## config.mk

```make
export PLATFORM = sky130hd
export DESIGN_NAME = uart_tx_fifo_engine
export DESIGN_NICKNAME = d
export VERILOG_FILES = /design/src/rtl/uart_tx_fifo_engine.sv
export SDC_FILE = /design/constraint.sdc
export NUM_CORES = 1
export LEC_CHECK = 0
export ABC_AREA = 1
export BUFFER_PORTS_ARGS = -buffer_cell sky130_fd_sc_hd__buf_2
export CAP_MARGIN = 20
export CORE_UTILIZATION = 25
export DETAILED_ROUTE_END_ITERATION = 8
export PLACE_DENSITY = 0.41
export SLEW_MARGIN = 10
export SYNTH_ARGS = -nofsm -noshare
export SYNTH_HDL_FRONTEND = slang
export SYNTH_SLANG_ARGS = --single-unit
```

## constraint.sdc

```tcl
create_clock -name clk_i -period 3.8 [get_ports clk_i]
set_input_delay 0.19 -clock clk_i [delete_from_list [all_inputs] [get_ports clk_i]]
set_output_delay 0.19 -clock clk_i [all_outputs]
set_load 0.1 [all_outputs]
```

## src/rtl/uart_tx_fifo_engine.sv

```systemverilog
// uart_tx_fifo_engine: FIFO-buffered 8N1 UART transmitter; define UART_TX_PARITY_EN to add an even-parity bit
module uart_tx_fifo_engine #(
   parameter int CLK_RATE   = 100000000,
   parameter int BAUD_RATE  = 9600,
   parameter int FIFO_DEPTH = 16,
   localparam int LW = $clog2(FIFO_DEPTH) + 1
) (
   input  logic          clk_i,
   input  logic          rst_i,
   input  logic          tx_valid_i,
   input  logic [7:0]    tx_data_i,
   output logic          tx_ready_o,
   output logic          uart_o,
   output logic          busy_o,
   output logic [LW-1:0] fifo_level_o,
   output logic          frame_done_o
);
   localparam int DIV = CLK_RATE / BAUD_RATE;
   localparam int CW  = $clog2(DIV);
   localparam int AW  = $clog2(FIFO_DEPTH);
`ifdef UART_TX_PARITY_EN
   typedef enum logic [2:0] {IDLE, START, DATA, PARITY, STOP} state_t;
   logic par;
`else
   typedef enum logic [1:0] {IDLE, START, DATA, STOP} state_t;
`endif
   state_t state, state_n;
   logic [CW-1:0] cnt, cnt_n;
   logic [2:0] idx, idx_n;
   logic [7:0] sh, sh_n;
   logic line_n;
   logic [7:0] mem [FIFO_DEPTH];
   logic [AW-1:0] wr_ptr, rd_ptr;
   logic [LW-1:0] level;
   logic push, pop, bit_end;
   assign bit_end      = cnt == CW'(DIV - 1);
   assign tx_ready_o   = level != LW'(FIFO_DEPTH);
   assign push         = tx_valid_i & tx_ready_o;
   assign fifo_level_o = level;
   assign busy_o       = (state != IDLE) || (level != '0);
   assign frame_done_o = (state == STOP) && bit_end;
   // next-state, shifter and line value; a pop loads the head byte and starts the start bit
   always_comb begin
      pop     = 1'b0;
      state_n = state;
      cnt_n   = bit_end ? '0 : cnt + 1'b1;
      idx_n   = idx;
      sh_n    = sh;
      line_n  = uart_o;
      case (state)
         IDLE: begin
            cnt_n = '0;
            if (level != '0) begin
               pop     = 1'b1;
               state_n = START;
               sh_n    = mem[rd_ptr];
               line_n  = 1'b0;
            end
         end
         START:
            if (bit_end) begin
               state_n = DATA;
               idx_n   = '0;
               line_n  = sh[0];
            end
         DATA:
            if (bit_end) begin
               sh_n  = sh >> 1;
               idx_n = idx + 1'b1;
               if (idx == 3'd7) begin
`ifdef UART_TX_PARITY_EN
                  state_n = PARITY;
                  line_n  = par;
`else
                  state_n = STOP;
                  line_n  = 1'b1;
`endif
               end else line_n = sh[1];
            end
`ifdef UART_TX_PARITY_EN
         PARITY:
            if (bit_end) begin
               state_n = STOP;
               line_n  = 1'b1;
            end
`endif
         STOP:
            if (bit_end) begin
               if (level != '0) begin
                  pop     = 1'b1;
                  state_n = START;
                  sh_n    = mem[rd_ptr];
                  line_n  = 1'b0;
               end else state_n = IDLE;
            end
         default: state_n = IDLE;
      endcase
   end
   // FSM, bit timing, shifter, registered line and FIFO bookkeeping
   always_ff @(posedge clk_i or negedge rst_i) begin
      if (!rst_i) begin
         state  <= IDLE;
         cnt    <= '0;
         idx    <= '0;
         sh     <= '0;
         uart_o <= 1'b1;
         wr_ptr <= '0;
         rd_ptr <= '0;
         level  <= '0;
      end else begin
         state  <= state_n;
         cnt    <= cnt_n;
         idx    <= idx_n;
         sh     <= sh_n;
         uart_o <= line_n;
         if (push) wr_ptr <= wr_ptr + 1'b1;
         if (pop) rd_ptr <= rd_ptr + 1'b1;
         level <= level + LW'(push) - LW'(pop);
      end
   end
   // FIFO storage, written on the push edge only
   always_ff @(posedge clk_i)
      if (push) mem[wr_ptr] <= tx_data_i;
`ifdef UART_TX_PARITY_EN
   // even parity of the byte entering the shifter
   always_ff @(posedge clk_i or negedge rst_i)
      if (!rst_i) par <= 1'b0;
      else if (pop) par <= ^mem[rd_ptr];
`endif
endmodule
```

# After elaboration in Yosys (flattened, before gate mapping)
# Memory sizes are Yosys's and may differ from the RTL's.
# Index checks and enable logic that the tools add are counted.
# word_totals
memories	1
wordCells	65
mem_bits_rw	128
output_inout_bits	9
register_bits	41
inputBits	11
# memory_table
name	depth	word_bits	rd	rd_ports_with_merged_regs	write_ports	line	rtl
mem	16	8	1	0	1	32	logic [7:0] mem [FIFO_DEPTH];
# op_classes
eq_ne	11
addsub	6
reduce_logical	11
bitwise	1
muxes	27
# ops
op	count
two-way mux 14 bit	2
two-way mux 8 bit	3
case mux 8 bit (3 select lines)	1
adder 14 x 1 -> 14 bit, second input constant	1
== test 14 bit, second input constant	1
two-way mux 1 bit	10
two-way mux 2 bit	5
inequality test 2 bit, second input constant	5
AND reduction 3 bit	3
adder 4 x 1 -> 4 bit, second input constant	2
case mux 2 bit (4 select lines)	1
two-way mux 3 bit	2
case mux 3 bit (2 select lines)	1
adder 5 x 1 -> 5 bit	1
inequality test 5 bit, second input constant	1
AND reduction 5 bit	1
nonzero test 5 bit	1
subtractor 5 x 1 -> 5 bit	1
== test 2 bit, second input constant	2
case mux 1 bit (4 select lines)	1
nonzero test 2 bit	2
adder 3 x 1 -> 3 bit, second input constant	1
== test 3 bit, second input constant	1
nonzero test 3 bit	1
other kinds (6)	6

# Longest topological paths before layout
# depth
word_depth	5
ltp_mapped	17
ltp_nobuf	17

# Least setup slack after synthesis
# Ideal clock, no wire load.
# synth_path
kind	register -> register
from	register level[2], in the netlist fifo_level_o[2]
to	register level[4], in the netlist fifo_level_o[4]
path_buffers	0
setup_time_ns	0.080
t_arrival_ns	3.655
slack_ns	0.065
stages_incl_launch_ff	13
path_cell_list	dfrtp_1 -> inv_1 -> ha_1 -> nand3_1 -> nand2_1 -> ha_1 -> inv_1 -> ha_1 -> fa_1 -> a21oi_1 -> nor2_1 -> nor2_1 -> xor2_1
# synth_via
word_cells_on_any_way	8
# synth_lines
element	line	rtl
from (decl)	34	logic [LW-1:0] level;
from (signal assigned)	118	level <= level + LW'(push) - LW'(pop);
inequality test 5 bit	37	assign tx_ready_o = level != LW'(FIFO_DEPTH);
net tx_ready_o	12	output logic tx_ready_o,
AND 1 bit	38	assign push = tx_valid_i & tx_ready_o;
adder 5 x 1 -> 5 bit	118	
subtractor 5 x 1 -> 5 bit	118	
# The timed path passes the listed nets, and every way through them passes these cells.
# A chain may end at the register's enable or synchronous reset.

# Worst setup path in the final report
# layout_path
from	register level[2], in the netlist fifo_level_o[2]
to	register level[4], in the netlist fifo_level_o[4]
# layout_via
elab_chain_cells	5
word_cells_on_any_way	8
# layout_lines
element	line	rtl
nonzero test 5 bit *	53, 89	
two-way mux 1 bit *	53, 89	
two-way mux 1 bit	88	if (bit_end) begin
case mux 1 bit (2 select lines) *	50	case (state)
net pop	35	logic push, pop, bit_end;
subtractor 5 x 1 -> 5 bit *	118	
# The timed path passes the listed nets; every way through them passes the cells marked *.

==> metrics.cfg <==
[layout]
final_cell_mix=251 x nand2_1, 128 x edfxtp_1, 119 x nor2_1
layout-drive-gt1-share_pct=8.11
stdcell_count=1204
fin_util_pct=29.1
area_growth_pct=13.3
nFillCells=3113
layout_commonest_cell=nand2_1
final-seq-area_mm2=0.00487
stdcell_area_mm2=0.00871
multi_input_area_mm2=0.00241
antennaDiodeCount=0
final_net_count=834

[timing]
maxSlewHeadroom_pct=36.9
finalSetupTns_ns=0
setup_viol=0
fin_crit_ns=2.74
period_share_pct=72.2
rsz0062_at_grt=no
fmax_ghz=0.364
drv_slew=0
finalHoldViolations=0
skew_ns=0.0109
tightest_slew_ns=0.947

[job]
drv_cap=0

[synth]
synthFlopType=edfxtp_1
avgSynthCellArea_um2=9.80
yosys_warnings=0
ys_types=33
ys_seq_elements=169
syn_inst=784
netlist_area_mm2=0.00769
ys_seq_area_share_pct=63.4
synthArstFlopShare_pct=24.3
synth_edf_count=128
syn-num-nets=815

[clocking]
cts_buffers=17
clk_latency_ns=0.43
cts_hold_buffers=1
cts_tree=yes
cts_max_path_buffers=2
htreeDepth=4
path_clk_slew_ns=0.06
cts_setup_buffers=0
cts_resized=0
clock-sinks=169
clockRootBuffer=clkbuf_16

[pwr]
pwr-share-clk_pct=34.3
leakage_nw=3.74
comb_power_share_pct=16.3
p_sw_share_pct=30.5
ir_worst_vdd_mv=0.264
p_seq_share_pct=49.5
p_int_mw=3.19
p_per_area_mw_per_mm2=527
switching_power_mw=1.40

[grt]
grt_pass1_vias=5002
antenna_found_initial=0
grt.overflow.total=0
grt_pass1_wl_um=29300
grt_util_all_layers_pct=12.7
grt_max_degree=82

[placed_design]
place_hpwl_um=11200
dpl.cell_count=1171
place_congestion=0.773
dpl_cell_area_mm2=0.00815
numPortBuffers=19

[die]
rows=63
die_y_um=177
dieArea_mm2=0.0314
core_area_mm2=0.0300
initial_utilization_pct=25.7
ios=20
die_w_um=177

[min_path]
min_path_type=in -> async

[status]
status=finished, final reports clean

[setup_path]
rrSetupSlack_ns=1.06
required_ns=4.15
cp.arrival_ns=3.09
path_class=reg -> reg
critPathLaunchType=flip-flop
crit_fanout=5
critPathCaptureType=flip-flop

[drt]
viasPerCell=4.24
drtIter0Drc=290
wirelength_um=18600
vias=5110
dr.pass1.iters=4
wl_per_cell_um=15.4
drcViolationCount=0
antenna_left=0

==> path summary, 6_finish.rpt <==
check / to / startpoint / cells past startpoint
min in group clk_i: wr_ptr[0] / tx_valid_i / 3
setup / recovery: fifo_level_o[4] / fifo_level_o[2] / 17
hold / removal: cnt[9] / rst_i / 2
hold reg to reg: cnt[0] / cnt[0] / 1
max in group asynchronous: rd_ptr[0] / rst_i / 3
setup reg to reg: fifo_level_o[4] / fifo_level_o[2] / 17
==> worst max-delay path, stage by stage, from the launching register on <==
cell and delay [ns]:
dfrtp_1 0.39, inv_1 0.09, ha_1 0.17, nand2_1 0.05, nor2_1 0.19, nand2_1 0.10, nand2_1 0.07, inv_1 0.09
nand2_2 0.13, inv_1 0.05, ha_1 0.26, inv_1 0.03, ha_1 0.19, fa_1 0.40, a21oi_1 0.17, nor2_1 0.05
nor2_1 0.10, xor2_1 0.14
==> cells by family after synthesis <==
group                      share of synthesized area (%)
AOI/OAI and AO/OA                                   2.38
xor gates and xnor gates                            1.48
adders and majority gates                           3.35
buffers and inverters                               5.27
DFF                                                 63.4
and+or+nand+nor                                     24.1
==> state kept, by name (all words and copies together), names as in the netlist <==
signal / count
cnt: 14
fifo_level_o: 5
idx: 3
mem: 128
rd_ptr: 4
sh: 8
state: 2
uart_o: 1
wr_ptr: 4
==> metrics by stage <==
stage / hold slack (ns) / total power [mW] / worst slack [ns]
2_1_floorplan: -0.106 / 2.85 / 0.0651
3_3_place_gp: 0.422 / 3.07 / 1.10
3_5_place_dp: 0.420 / 3.07 / 1.05
4_1_cts: 0.152 / 4.64 / 1.03
5_1_grt: 0.154 / 4.81 / 0.725
6_report: 0.162 / 4.59 / 1.06
==> metal layers <==
metal  vias to the layer above  routed length (um)  track usage (%)
met5                         -                   0                0
met4                         0                 248             4.34
met3                        14                 432             2.29
met2                        55                8690             20.3
met1                      2469                9180             17.2
li1                       2572                   -                -
==> power by group through the flow <==
| stage | registers, mW | clock network (mW) | logic (mW) |
|---|---|---|---|
| 6_report | 2.27 | 1.57 | 0.747 |
| 2_1_floorplan | 2.49 | 0 | 0.357 |
| 4_1_cts | 2.27 | 1.61 | 0.762 |
| 5_1_grt | 2.29 | 1.68 | 0.835 |
| 3_3_place_gp | 2.31 | 0 | 0.760 |
| 3_5_place_dp | 2.31 | 0 | 0.759 |
==> layout make-up <==
type,count,share of cell area [%]
Sequential cell,169,56.0
Multi-Input combinational cell,518,27.7
Tap cell,390,5.60
Clock buffer,18,4.93
Inverter,74,3.19
Timing Repair Buffer,23,1.75
Clock inverter,12,0.891
==> Yosys cell counts, drive strengths merged (2+ instances only) <==
master	count	area share [%]
xnor2	2	0.23
nand2	255	13
ha	19	3.1
inv	74	3.6
buf	21	1.6
nor2	121	6.1
xor2	11	1.3
dfrtp	40	13
clkbuf	2	0.098
nand3	66	4.5
a21oi	10	0.65
edfxtp	128	50
o21ai	20	1.4
nor3	6	0.39
(Power assumes the default switching activity.)
